## src/rtl/rr_lease_arbiter.sv

```systemverilog
`default_nettype none
// +----------------------------------------------------------------------+
// | rr_lease_arbiter: four-way first-come-first-served arbiter with a    |
// | bounded grant lease. Revision 1.0                                    |
// +----------------------------------------------------------------------+
module rr_lease_arbiter #(
  parameter int HOLD_MAX = 8,
  parameter int TIMER_W  = 4
) (
  input  logic       clock,
  input  logic       reset,
  input  logic       request1,
  input  logic       request2,
  input  logic       request3,
  input  logic       request4,
  output logic [3:0] grant_o,
  output logic       expire_o,
  output logic [2:0] qcount_o,
  output logic       busy_o
);

  typedef enum logic [1:0] {
    ST_IDLE    = 2'd0,
    ST_GRANT   = 2'd1,
    ST_RELEASE = 2'd2
  } state_t;

  localparam logic [TIMER_W-1:0] C_TIMER_LAST = TIMER_W'(HOLD_MAX - 1);

  // Internal id k (0..3) stands for requester k+1.
  logic [3:0]         w_req;
  logic [3:0]         w_rise;
  logic [3:0]         w_cand;
  logic               w_push;
  logic [1:0]         w_push_id;
  logic [3:0]         w_push_oh;
  logic               w_pop;
  logic [1:0]         w_head_id;
  logic [1:0]         w_tail;
  logic [2:0]         w_count_nxt;
  state_t             w_state_nxt;
  logic [3:0]         w_grant_nxt;
  logic               w_expire_nxt;
  logic [TIMER_W-1:0] w_timer_nxt;
  logic [1:0]         w_owner_nxt;

  logic [3:0]         r_req_q;
  logic [3:0]         r_pend;
  logic [1:0]         r_fifo [4];
  logic [1:0]         r_head;
  logic [2:0]         r_count;
  state_t             r_state;
  logic [1:0]         r_owner;
  logic [TIMER_W-1:0] r_timer;
  logic [3:0]         r_grant;
  logic               r_expire;
  logic               r_busy;

  assign w_req     = {request4, request3, request2, request1};
  assign w_rise    = w_req & ~r_req_q;
  assign w_cand    = r_pend & w_req;
  assign w_head_id = r_fifo[r_head];
  assign w_tail    = r_head + r_count[1:0];
  assign w_push_oh = w_push ? (4'b0001 << w_push_id) : 4'b0000;

  // Lowest pending id wins the single push slot; a full queue defers it.
  always_comb begin
    w_push    = 1'b0;
    w_push_id = 2'd0;
    if (r_count != 3'd4) begin
      for (int i = 3; i >= 0; i--) begin
        if (w_cand[i]) begin
          w_push    = 1'b1;
          w_push_id = 2'(i);
        end
      end
    end
  end

  always_comb begin
    w_state_nxt  = r_state;
    w_pop        = 1'b0;
    w_grant_nxt  = r_grant;
    w_expire_nxt = 1'b0;
    w_timer_nxt  = r_timer;
    w_owner_nxt  = r_owner;
    case (r_state)
      ST_IDLE: begin
        w_grant_nxt = 4'b0000;
        if (r_count != 3'd0) begin
          w_pop = 1'b1;
          // A head whose requester has already gone is silently discarded.
          if (w_req[w_head_id]) begin
            w_state_nxt = ST_GRANT;
            w_owner_nxt = w_head_id;
            w_grant_nxt = 4'b1000 >> w_head_id;
            w_timer_nxt = '0;
          end
        end
      end
      ST_GRANT: begin
        if (!w_req[r_owner]) begin
          w_grant_nxt = 4'b0000;
          w_state_nxt = ST_RELEASE;
        end else if (r_timer == C_TIMER_LAST) begin
          w_grant_nxt  = 4'b0000;
          w_expire_nxt = 1'b1;
          w_state_nxt  = ST_RELEASE;
        end else begin
          w_timer_nxt = r_timer + 1'b1;
        end
      end
      ST_RELEASE: begin
        w_grant_nxt = 4'b0000;
        w_state_nxt = ST_IDLE;
      end
      default: begin
        w_grant_nxt = 4'b0000;
        w_state_nxt = ST_IDLE;
      end
    endcase
  end

  always_comb begin
    w_count_nxt = r_count;
    case ({w_push, w_pop})
      2'b10:   w_count_nxt = r_count + 3'd1;
      2'b01:   w_count_nxt = r_count - 3'd1;
      default: w_count_nxt = r_count;
    endcase
  end

  always_ff @(posedge clock) begin
    if (reset) begin
      r_req_q  <= 4'b0000;
      r_pend   <= 4'b0000;
      r_head   <= 2'd0;
      r_count  <= 3'd0;
      r_state  <= ST_IDLE;
      r_owner  <= 2'd0;
      r_timer  <= '0;
      r_grant  <= 4'b0000;
      r_expire <= 1'b0;
      r_busy   <= 1'b0;
      for (int i = 0; i < 4; i++) r_fifo[i] <= 2'd0;
    end else begin
      r_req_q  <= w_req;
      r_pend   <= w_rise | (r_pend & w_req & ~w_push_oh);
      r_count  <= w_count_nxt;
      r_state  <= w_state_nxt;
      r_owner  <= w_owner_nxt;
      r_timer  <= w_timer_nxt;
      r_grant  <= w_grant_nxt;
      r_expire <= w_expire_nxt;
      r_busy   <= (w_state_nxt != ST_IDLE) || (w_count_nxt != 3'd0);
      if (w_pop) r_head <= r_head + 2'd1;
      if (w_push) r_fifo[w_tail] <= w_push_id;
    end
  end

  assign grant_o  = r_grant;
  assign expire_o = r_expire;
  assign qcount_o = r_count;
  assign busy_o   = r_busy;

endmodule
`default_nettype wire

```

## config.mk

```make
export PLATFORM = sky130hd
export DESIGN_NAME = rr_lease_arbiter
export DESIGN_NICKNAME = d
export VERILOG_FILES = /design/src/rtl/rr_lease_arbiter.sv
export SDC_FILE = /design/constraint.sdc
export NUM_CORES = 1
export LEC_CHECK = 0
export CAP_MARGIN = 0
export CORE_ASPECT_RATIO = 2
export CORE_MARGIN = 5
export CORE_UTILIZATION = 45
export CTS_CLUSTER_SIZE = 30
export DETAILED_ROUTE_END_ITERATION = 10
export GPL_TIMING_DRIVEN = 0
export PLACE_DENSITY = 0.62
export SYNTH_ARGS = -nofsm -noshare
export SYNTH_HDL_FRONTEND = slang
export SYNTH_SLANG_ARGS = --single-unit
export TNS_END_PERCENT = 10
```

## constraint.sdc

```tcl
create_clock -name clock -period 2.8 [get_ports clock]
set_input_delay 0.56 -clock clock [delete_from_list [all_inputs] [get_ports clock]]
set_output_delay 0.56 -clock clock [all_outputs]
set_load 0.01 [all_outputs]
```

==> results of run 1 <==
==> per-stage QoR <==
step                hold WS, ps  total power [mW]  setup slack, ps  setup TNS [ps]
floorplan                 393.1             1.239            386.1               0
global placement          402.0             1.420           -398.7          -637.9
detailed placement        411.0             1.449           -470.9          -824.5
CTS                       421.6             1.901            7.720               0
global route              445.6             2.025            13.06               0
finish                    414.1             1.908            129.6               0
==> layer usage <==
layer	track usage	vias to the layer above	routed length [um]	part of all wire
met3	0.03721	6	96	0.026
met1	0.1525	630	1338	0.36
met2	0.3247	22	2175	0.59
met5	0	-	0	0
li1	-	629	-	-
met4	0.08955	0	75	0.020
==> state kept, by name, summed over array words and instances, names as in the netlist, named ones only <==
| signal | flops |
|---|---|
| r_owner | 2 |
| r_state | 2 |
| r_head | 2 |
| r_timer | 4 |
| grant_o | 4 |
| qcount_o | 3 |
| r_req_q | 4 |
| busy_o | 1 |
| r_pend | 4 |
| expire_o | 1 |
| r_fifo | 8 |
==> power groups by stage <==
stage                     sequential (mW)  clock, mW  combinational, mW
after global routing                0.718      0.479              0.827
after CTS                           0.704      0.457              0.740
after detailed placement            0.716          0              0.733
after global placement              0.714          0              0.706
final                               0.706      0.449              0.753
after floorplan                     0.715          0              0.524
==> final cells by class <==
cell class / count / area (sq um)
multi-input cells: 114 / 820.8
clock inverters: 2 / 33.78
well taps: 49 / 61.31
inverters: 9 / 33.78
clock buffers: 6 / 72.57
plain buffers: 3 / 11.26
repair buffers: 15 / 151.4
flip-flops and latches: 37 / 820.8
fillers: 325 / 1602
==> kinds of logic (layout without fill, tap and decap cells) <==
logic type	count (synthesis)	in the layout	synth area share
AOI/OAI and AO/OA	26	26	0.1235
xor gates and xnor gates	8	8	0.04217
adders and majority gates	4	4	0.03464
buffers and inverters	12	35	0.02711
DFF	37	37	0.4940
muxes	6	6	0.06852
and+or+nand+nor	70	70	0.2101
==> how the worst min path moves through the flow <==
stage / endpoint / start / depth (start not counted)
global route: r_pend[3]$_SDFF_PP0_ / r_req_q[3]$_SDFF_PP0_ / 1
floorplan: r_pend[1]$_SDFF_PP0_ / r_req_q[1]$_SDFF_PP0_ / 1
detailed placement: r_pend[3]$_SDFF_PP0_ / r_req_q[3]$_SDFF_PP0_ / 1
CTS: r_pend[3]$_SDFF_PP0_ / r_req_q[3]$_SDFF_PP0_ / 1
global placement: r_pend[1]$_SDFF_PP0_ / r_req_q[1]$_SDFF_PP0_ / 1
finish: r_pend[3]$_SDFF_PP0_ / r_req_q[3]$_SDFF_PP0_ / 1
==> layout by cell type, fill, tap and decap left out, types with 3 or more instances in the layout <==
cell type,instances
sky130_fd_sc_hd__clkbuf_8,5
sky130_fd_sc_hd__and2_1,4
sky130_fd_sc_hd__clkdlybuf4s50_1,11
sky130_fd_sc_hd__inv_1,9
sky130_fd_sc_hd__nor2b_1,5
sky130_fd_sc_hd__nand2_1,13
sky130_fd_sc_hd__nand3b_1,3
sky130_fd_sc_hd__nand3_1,7
sky130_fd_sc_hd__o21ai_0,3
sky130_fd_sc_hd__xor2_1,6
sky130_fd_sc_hd__nand4_1,3
sky130_fd_sc_hd__clkbuf_1,3
sky130_fd_sc_hd__edfxtp_1,8
sky130_fd_sc_hd__ha_1,3
sky130_fd_sc_hd__nor2_1,22
sky130_fd_sc_hd__a21boi_0,4
sky130_fd_sc_hd__nand2b_1,3
sky130_fd_sc_hd__dfxtp_1,29
==> critical path: stages <==
cell and delay, ps:
sky130_fd_sc_hd__clkdlybuf4s50_1 530, sky130_fd_sc_hd__nand2_1 170, sky130_fd_sc_hd__a31oi_4 130, sky130_fd_sc_hd__inv_1 90
sky130_fd_sc_hd__ha_1 190, sky130_fd_sc_hd__inv_1 60, sky130_fd_sc_hd__fa_1 370, sky130_fd_sc_hd__xor2_1 150
sky130_fd_sc_hd__nor2_1 70, sky130_fd_sc_hd__xor2_1 150, sky130_fd_sc_hd__o41a_1 370
==> timing repair <==
item / CTS / global route
resized for setup: 3 / 4
setup buffers: 0 / 1
pin swaps: 0 / 1
endpoints found under the setup margin: 1 / 1
==> results summary, run 1 <==
The run finished with clean final reports. TritonCTS created 5 clock buffers. At the worst endpoint, the required time is 2980 ps.

The reg2reg setup slack is 350 ps. The placeable core region is 3607 sq um. The fraction of power spent switching nets came out at 0.3565. Once detail routing completed, the nets flagged for antenna violations numbered 0. The setup violation total in the final timing report is 0. For the worst-skew pair, the clock arrives at the later sink with an insertion delay of approximately 290 ps. The clock tree skew after final layout came out at 11.68 ps. The cell taking the most area after synthesis is sky130_fd_sc_hd__dfxtp_1. The number of pins with negative max-slew slack in the final report came to 0. The overall die area is between 5000 and 6000 sq um. STA classifies the critical path endpoint as a register. The hold violation count in the final report came out at 0. The synthesized design contains 37 register bits. The worst hold path belongs to the class register to register. Summing every instance area after synthesis gives about 1700 sq um.

The mean instance size in the synthesized netlist came out at 10.19 sq um. The number of sinks handled by clock tree synthesis came out at 37. The number of library cell types mapped by synthesis is 44.

The worst setup path is launched from an input pin. In this run the tightest slew margin relative to its limit is 0.6505. Measured along the x axis, the die boundary spans approximately 53 um. The relative area change from synthesis to final layout came out at 20.71%. The highest ir drop seen on vdd came out at ~670 uV. In this run the worst setup path begins at request2. The sum of overflow across all layers after global routing is 0. The number of cell rows came out at 31. The root buffer cell chosen for the clock tree is sky130_fd_sc_hd__clkbuf_8. The initial antenna violation count is 0. The cell-internal power came out at between 1 and 1.5 mW. In the synthesized netlist, the cells that appear most often are sky130_fd_sc_hd__dfxtp_1 (29), sky130_fd_sc_hd__nor2_1 (22), sky130_fd_sc_hd__nand2_1 (13).

The most used flip-flop cell after synthesis is sky130_fd_sc_hd__dfxtp_1. The start of the worst register-to-register path is qcount_o[1]$_SDFF_PP0_. Setup repair after global routing left no endpoint under its margin. The clock share of power is 0.235.

Of the cells placed in the final design, the portion with a size suffix greater than 1 is 0.08602. By area the synthesized netlist is led by sky130_fd_sc_hd__dfxtp_1 (35%), sky130_fd_sc_hd__edfxtp_1 (14%), sky130_fd_sc_hd__nor2_1 (5.0%). The repair_antennas step left the layout with diodes totalling 0. The endpoint arrival time on the critical path came out at 2850 ps.

The final cell utilization of the core came out at 0.5560. The shortest period the worst path allows is between 2000 and 3000 ps. The fraction of the cycle the final worst path needs came out at 0.9537.

The share of Yosys cell area claimed by the top area cell type came out at 0.3494. The number of synthesized flops with an enable pin came out at 8. The net switching power figure is ~680 uW. The Yosys step of the flow raised 0 warnings.

Entering global routing, the biggest net connects 12 pins. The post-place instance area came out at 1863 sq um. In the routed design, unresolved DRC markers number 0. The final wirelength is 3.685 mm. In this run, placement finished with an instance count of about 230.

In this run the vertical extent of the chip is around 96 um. The number of top-level pins came out at 15. The net count of the finished layout is around 200. The CTS tree is built. After synthesis, the share of flip-flops with an asynchronous set or reset is 0. The congestion estimate from routability-driven global placement came to approximately 0.8.

Summing over every cut layer, the via total after detailed routing is roughly 1,300. When the netlist entered floorplanning its net count stood at 173. The H-tree level count came out at 2. Counting along the longest clock path gives a buffer depth of 2. The number of cells on the worst reg-to-reg path is 9. In the global route stage, overall resource usage came out at 0.1680. The number of detailed-routing iterations run before antenna repair came out at 4. The number of violations of the max-capacitance limit is 0. The count of input and output buffers is 14. The first global-routing pass estimated between 6 and 7 mm of wire. The initial utilization of the core area, before any placement, comes to 0.4606.

Yosys instantiated no cell more often than sky130_fd_sc_hd__dfxtp_1. The endpoint identified for the worst register-to-register timing path is busy_o$_SDFF_PP0_. The leakage power is 0.7588 nW. The detail-routed net length per standard cell came out at about 16 um. Along the worst path, the maximum fanout reaches 6. The synthesized instance count is between 150 and 200. The total non-filler cell area in the finished layout is around 2000 sq um. The clock transition at the register clock pins on the worst setup and hold paths after CTS came out at 80 ps. The vias per cell came out at 5.477. The detailed placement HPWL is 2.765 mm.

In this run, post-CTS hold repair placed 0 buffers. The worst-margin pin slew is 524.2 ps. Of the total power, registers draw 0.370.

The combinational group share of total power is 0.395. The critical path in this run is classified as input pin to register. The count of routing violations after the opening detailed-route iteration came out at 23. The cell area power density came out at 951.4 nW/um^2. The highest clock frequency the design can meet is roughly 0.37 GHz. The number of global-route vias before repair came out at between 1,000 and 1,500. The sequential-to-total area share from yosys stat came out at 0.4940. The number of standard cells in the final layout excluding fillers is approximately 240. In this run the worst setup path terminates at busy_o$_SDFF_PP0_.
(Power assumes the default switching activity.)
==> run 2, diff against run 1 <==
- PLACE_DENSITY: 0.62 -> not set
- PLACE_DENSITY_LB_ADDON: not set -> 0.3
==> results summary, run 2 (synthesis results as in run 1) <==
The vias per cell came out at roughly 5.6. The internal portion of the total power is 1.317 mW. Setup violations remaining at the end of the flow were counted as 0.

The number of pins with negative max-slew slack in the final report came out at 0. The overall die area is ~5000 sq um. The post-detailed-route DRC marker count came out at 0. The number of top-level pins came out at 15. The final-stage net count came out at 194. Traced cell by cell, the critical path runs through clkdlybuf4s50_1 -> nand2_1 -> a31oi_4 -> inv_1 -> ha_1 -> inv_1 -> fa_1 -> xor2_1 -> nor2_1 -> xor2_1 -> o41a_1.

Setup slack on the critical path of the routed design comes to between 100 and 150 ps. The clock share of power is 0.274. The detail-routed net length per standard cell is 15.19 um.

Of the available clock period, the critical path in the final layout requires 0.9477. The effective utilization at floorplan is 0.4606. The number of sinks handled by clock tree synthesis is 37. The total overflow left after global routing is 0. For the finished layout, the period the worst path requires is approximately 2700 ps. The initial antenna violation count came to 0.

For this design the total switching power over the nets is around 670 uW. The highest ir drop seen on vdd came out at 789.3 uV. The count of input and output buffers came out at 14. The overall die height is between 90 and 100 um. The pre-CTS worst setup slack came out at -459.9 ps. The final wirelength came out at around 3.6 mm. Setup repair after global routing left no endpoint under its margin.

The post-place instance area came out at approximately 1900 sq um. Ranked by flip-flop count, first place goes to r_fifo. After floorplanning, the core was divided into 31 placement rows.

TritonCTS created 5 clock buffers. The hold violation count in the final report came out at 0. The worst-margin pin slew came out at around 600 ps. The total non-filler cell area in the finished layout came out at roughly 2000 sq um. The number of antenna diodes is 0. The run finished with clean final reports.

The number of violations of the max-capacitance limit came out at 0. The clock network latency to the later pin of the worst-skew pair came out at 290 ps. The number of stages on the worst hold path came out at 1. The endpoint arrival time on the critical path came out at ~2800 ps. The relative area change from synthesis to final layout came out at 21.61%.

The number of global-route vias before repair was 1,353. The placeable core region is around 3600 sq um. The critical path is of the input pin to register type. The cell area power density came out at 983.7 nW/um^2. The leakage power came out at 0.7665 nW.

The slowest stage of the critical path is the sky130_fd_sc_hd__clkdlybuf4s50_1 cell. The number of flip-flops in the largest register is 8. The share of total power dissipated in sequential elements is 0.354. The required time at the endpoint of the critical path came out at a little under 3000 ps. The root buffer cell chosen for the clock tree is sky130_fd_sc_hd__clkbuf_8.

The type of the most critical hold path is register to register. The first-pass GRT wire length is about 5.9 mm. The combinational group share of total power is 0.372. The highest clock frequency the design can meet came out at about 0.38 GHz. Routability-driven placement finished with a final weighted congestion of around 0.86. The clock transition at the register clock pins on the worst setup and hold paths after CTS is 70 ps. The number of cells traversed by the worst register-to-register path is 10. After legalization and detailed placement, the total HPWL measured around 2.7 mm.

Leaving out fill and tap cells, the most frequent cell in the layout is sky130_fd_sc_hd__dfxtp_1. The largest net degree at the start of global routing is 13. In this run the horizontal extent of the chip is between 50 and 60 um.

The headroom to the max-slew limit came out at 0.5964. After the first detailed-routing iteration, the DRC count stood at 32. The peak fanout along the critical path came out at 6.

The startpoint kind of the worst setup timing path is an input pin. The stage delay of the slowest cell on the critical path came out at around 540 ps. Of the cells placed in the final design, the portion with a size suffix greater than 1 is 0.08649. The endpoint class of the critical path is a register. The fraction of power spent switching nets came out at 0.3376. Summing over every cut layer, the via total after detailed routing is around 1,300. In the global route stage, overall resource usage came out at 0.1604. TritonCTS built the clock tree. The top cell types in the final layout, fill and taps aside, are sky130_fd_sc_hd__dfxtp_1 (29), sky130_fd_sc_hd__nor2_1 (22), sky130_fd_sc_hd__nand2_1 (13), sky130_fd_sc_hd__clkdlybuf4s50_1 (11), sky130_fd_sc_hd__inv_1 (9). The H-tree level count came out at 2. The number of buffers between clock root and the deepest sink came out at 2. Clock skew on the completed layout was measured at 10.22 ps. The first detailed-routing pass ran for 4 iterations. The number of nets with antenna violations after routing came out at 0.
run 2: worst paths after layout:
path	from	to	slack (ps)
setup / recovery	request2	busy_o$_SDFF_PP0_	150
setup reg to reg	qcount_o[2]$_SDFF_PP0_	busy_o$_SDFF_PP0_	220
hold reg to reg	r_req_q[0]$_SDFF_PP0_	r_pend[0]$_SDFF_PP0_	420
hold / removal	r_req_q[0]$_SDFF_PP0_	r_pend[0]$_SDFF_PP0_	420
run 2: metrics by stage:
step	TNS [ps]	power (mW)	hold WS, ps	utilization	cells
floorplan	0	1.239	393.1	-	163
global placement	-664.6	1.420	401.3	0.5165	226
detailed placement	-824.0	1.442	410.6	0.5165	226
CTS	0	1.994	426.6	0.5564	234
global route	0	2.117	441.1	0.5602	234
finish	0	1.988	420.4	0.5602	234
run 2: metal layers:
metal	track usage	share of wire	vias to the layer above	wire length (um)
li1	-	-	622	-
met1	0.1562	0.35	639	1245
met2	0.2956	0.58	33	2063
met3	0.02481	0.026	13	93
met4	0.1066	0.043	0	152
met5	0	0	-	0
run 2: critical path: cells and delay by family:
kind	cells	cell delay, ps
adders and majority gates	2	560
and+or+nand+nor	2	280
buffers and inverters	3	700
xor gates and xnor gates	2	240
AOI/OAI and AO/OA	2	480
run 2: layout make-up:
type	count	area, sq um
Buffer	3	11.26
Clock buffer	5	68.82
Clock inverter	3	65.06
Fill cell	305	1587
Inverter	9	33.78
Multi-Input combinational cell	114	815.8
Sequential cell	37	820.8
Tap cell	49	61.31
Timing Repair Buffer	14	143.9
run 2: timing repair:
| item | 4_1_cts | 5_1_grt |
|---|---|---|
| resized for setup | 3 | 3 |
| buffers inserted | 0 | 0 |
| pin swaps | 0 | 1 |
| hold buffers | 0 | 0 |
| setup endpoints to repair | 1 | 1 |
run 2: power groups by stage:
stage | clock (mW) | combinational [mW] | sequential (mW)
global route | 0.579 | 0.821 | 0.718
CTS | 0.553 | 0.735 | 0.706
detailed placement | 0 | 0.724 | 0.718
finish | 0.544 | 0.740 | 0.703
global placement | 0 | 0.707 | 0.713
floorplan | 0 | 0.524 | 0.715
==> run 3, diff against run 2 <==
- ABC_CLOCK_PERIOD_IN_PS: not set -> 2800
==> results of run 3 <==
Final layout, timing and power as in run 2 (identical DEF).
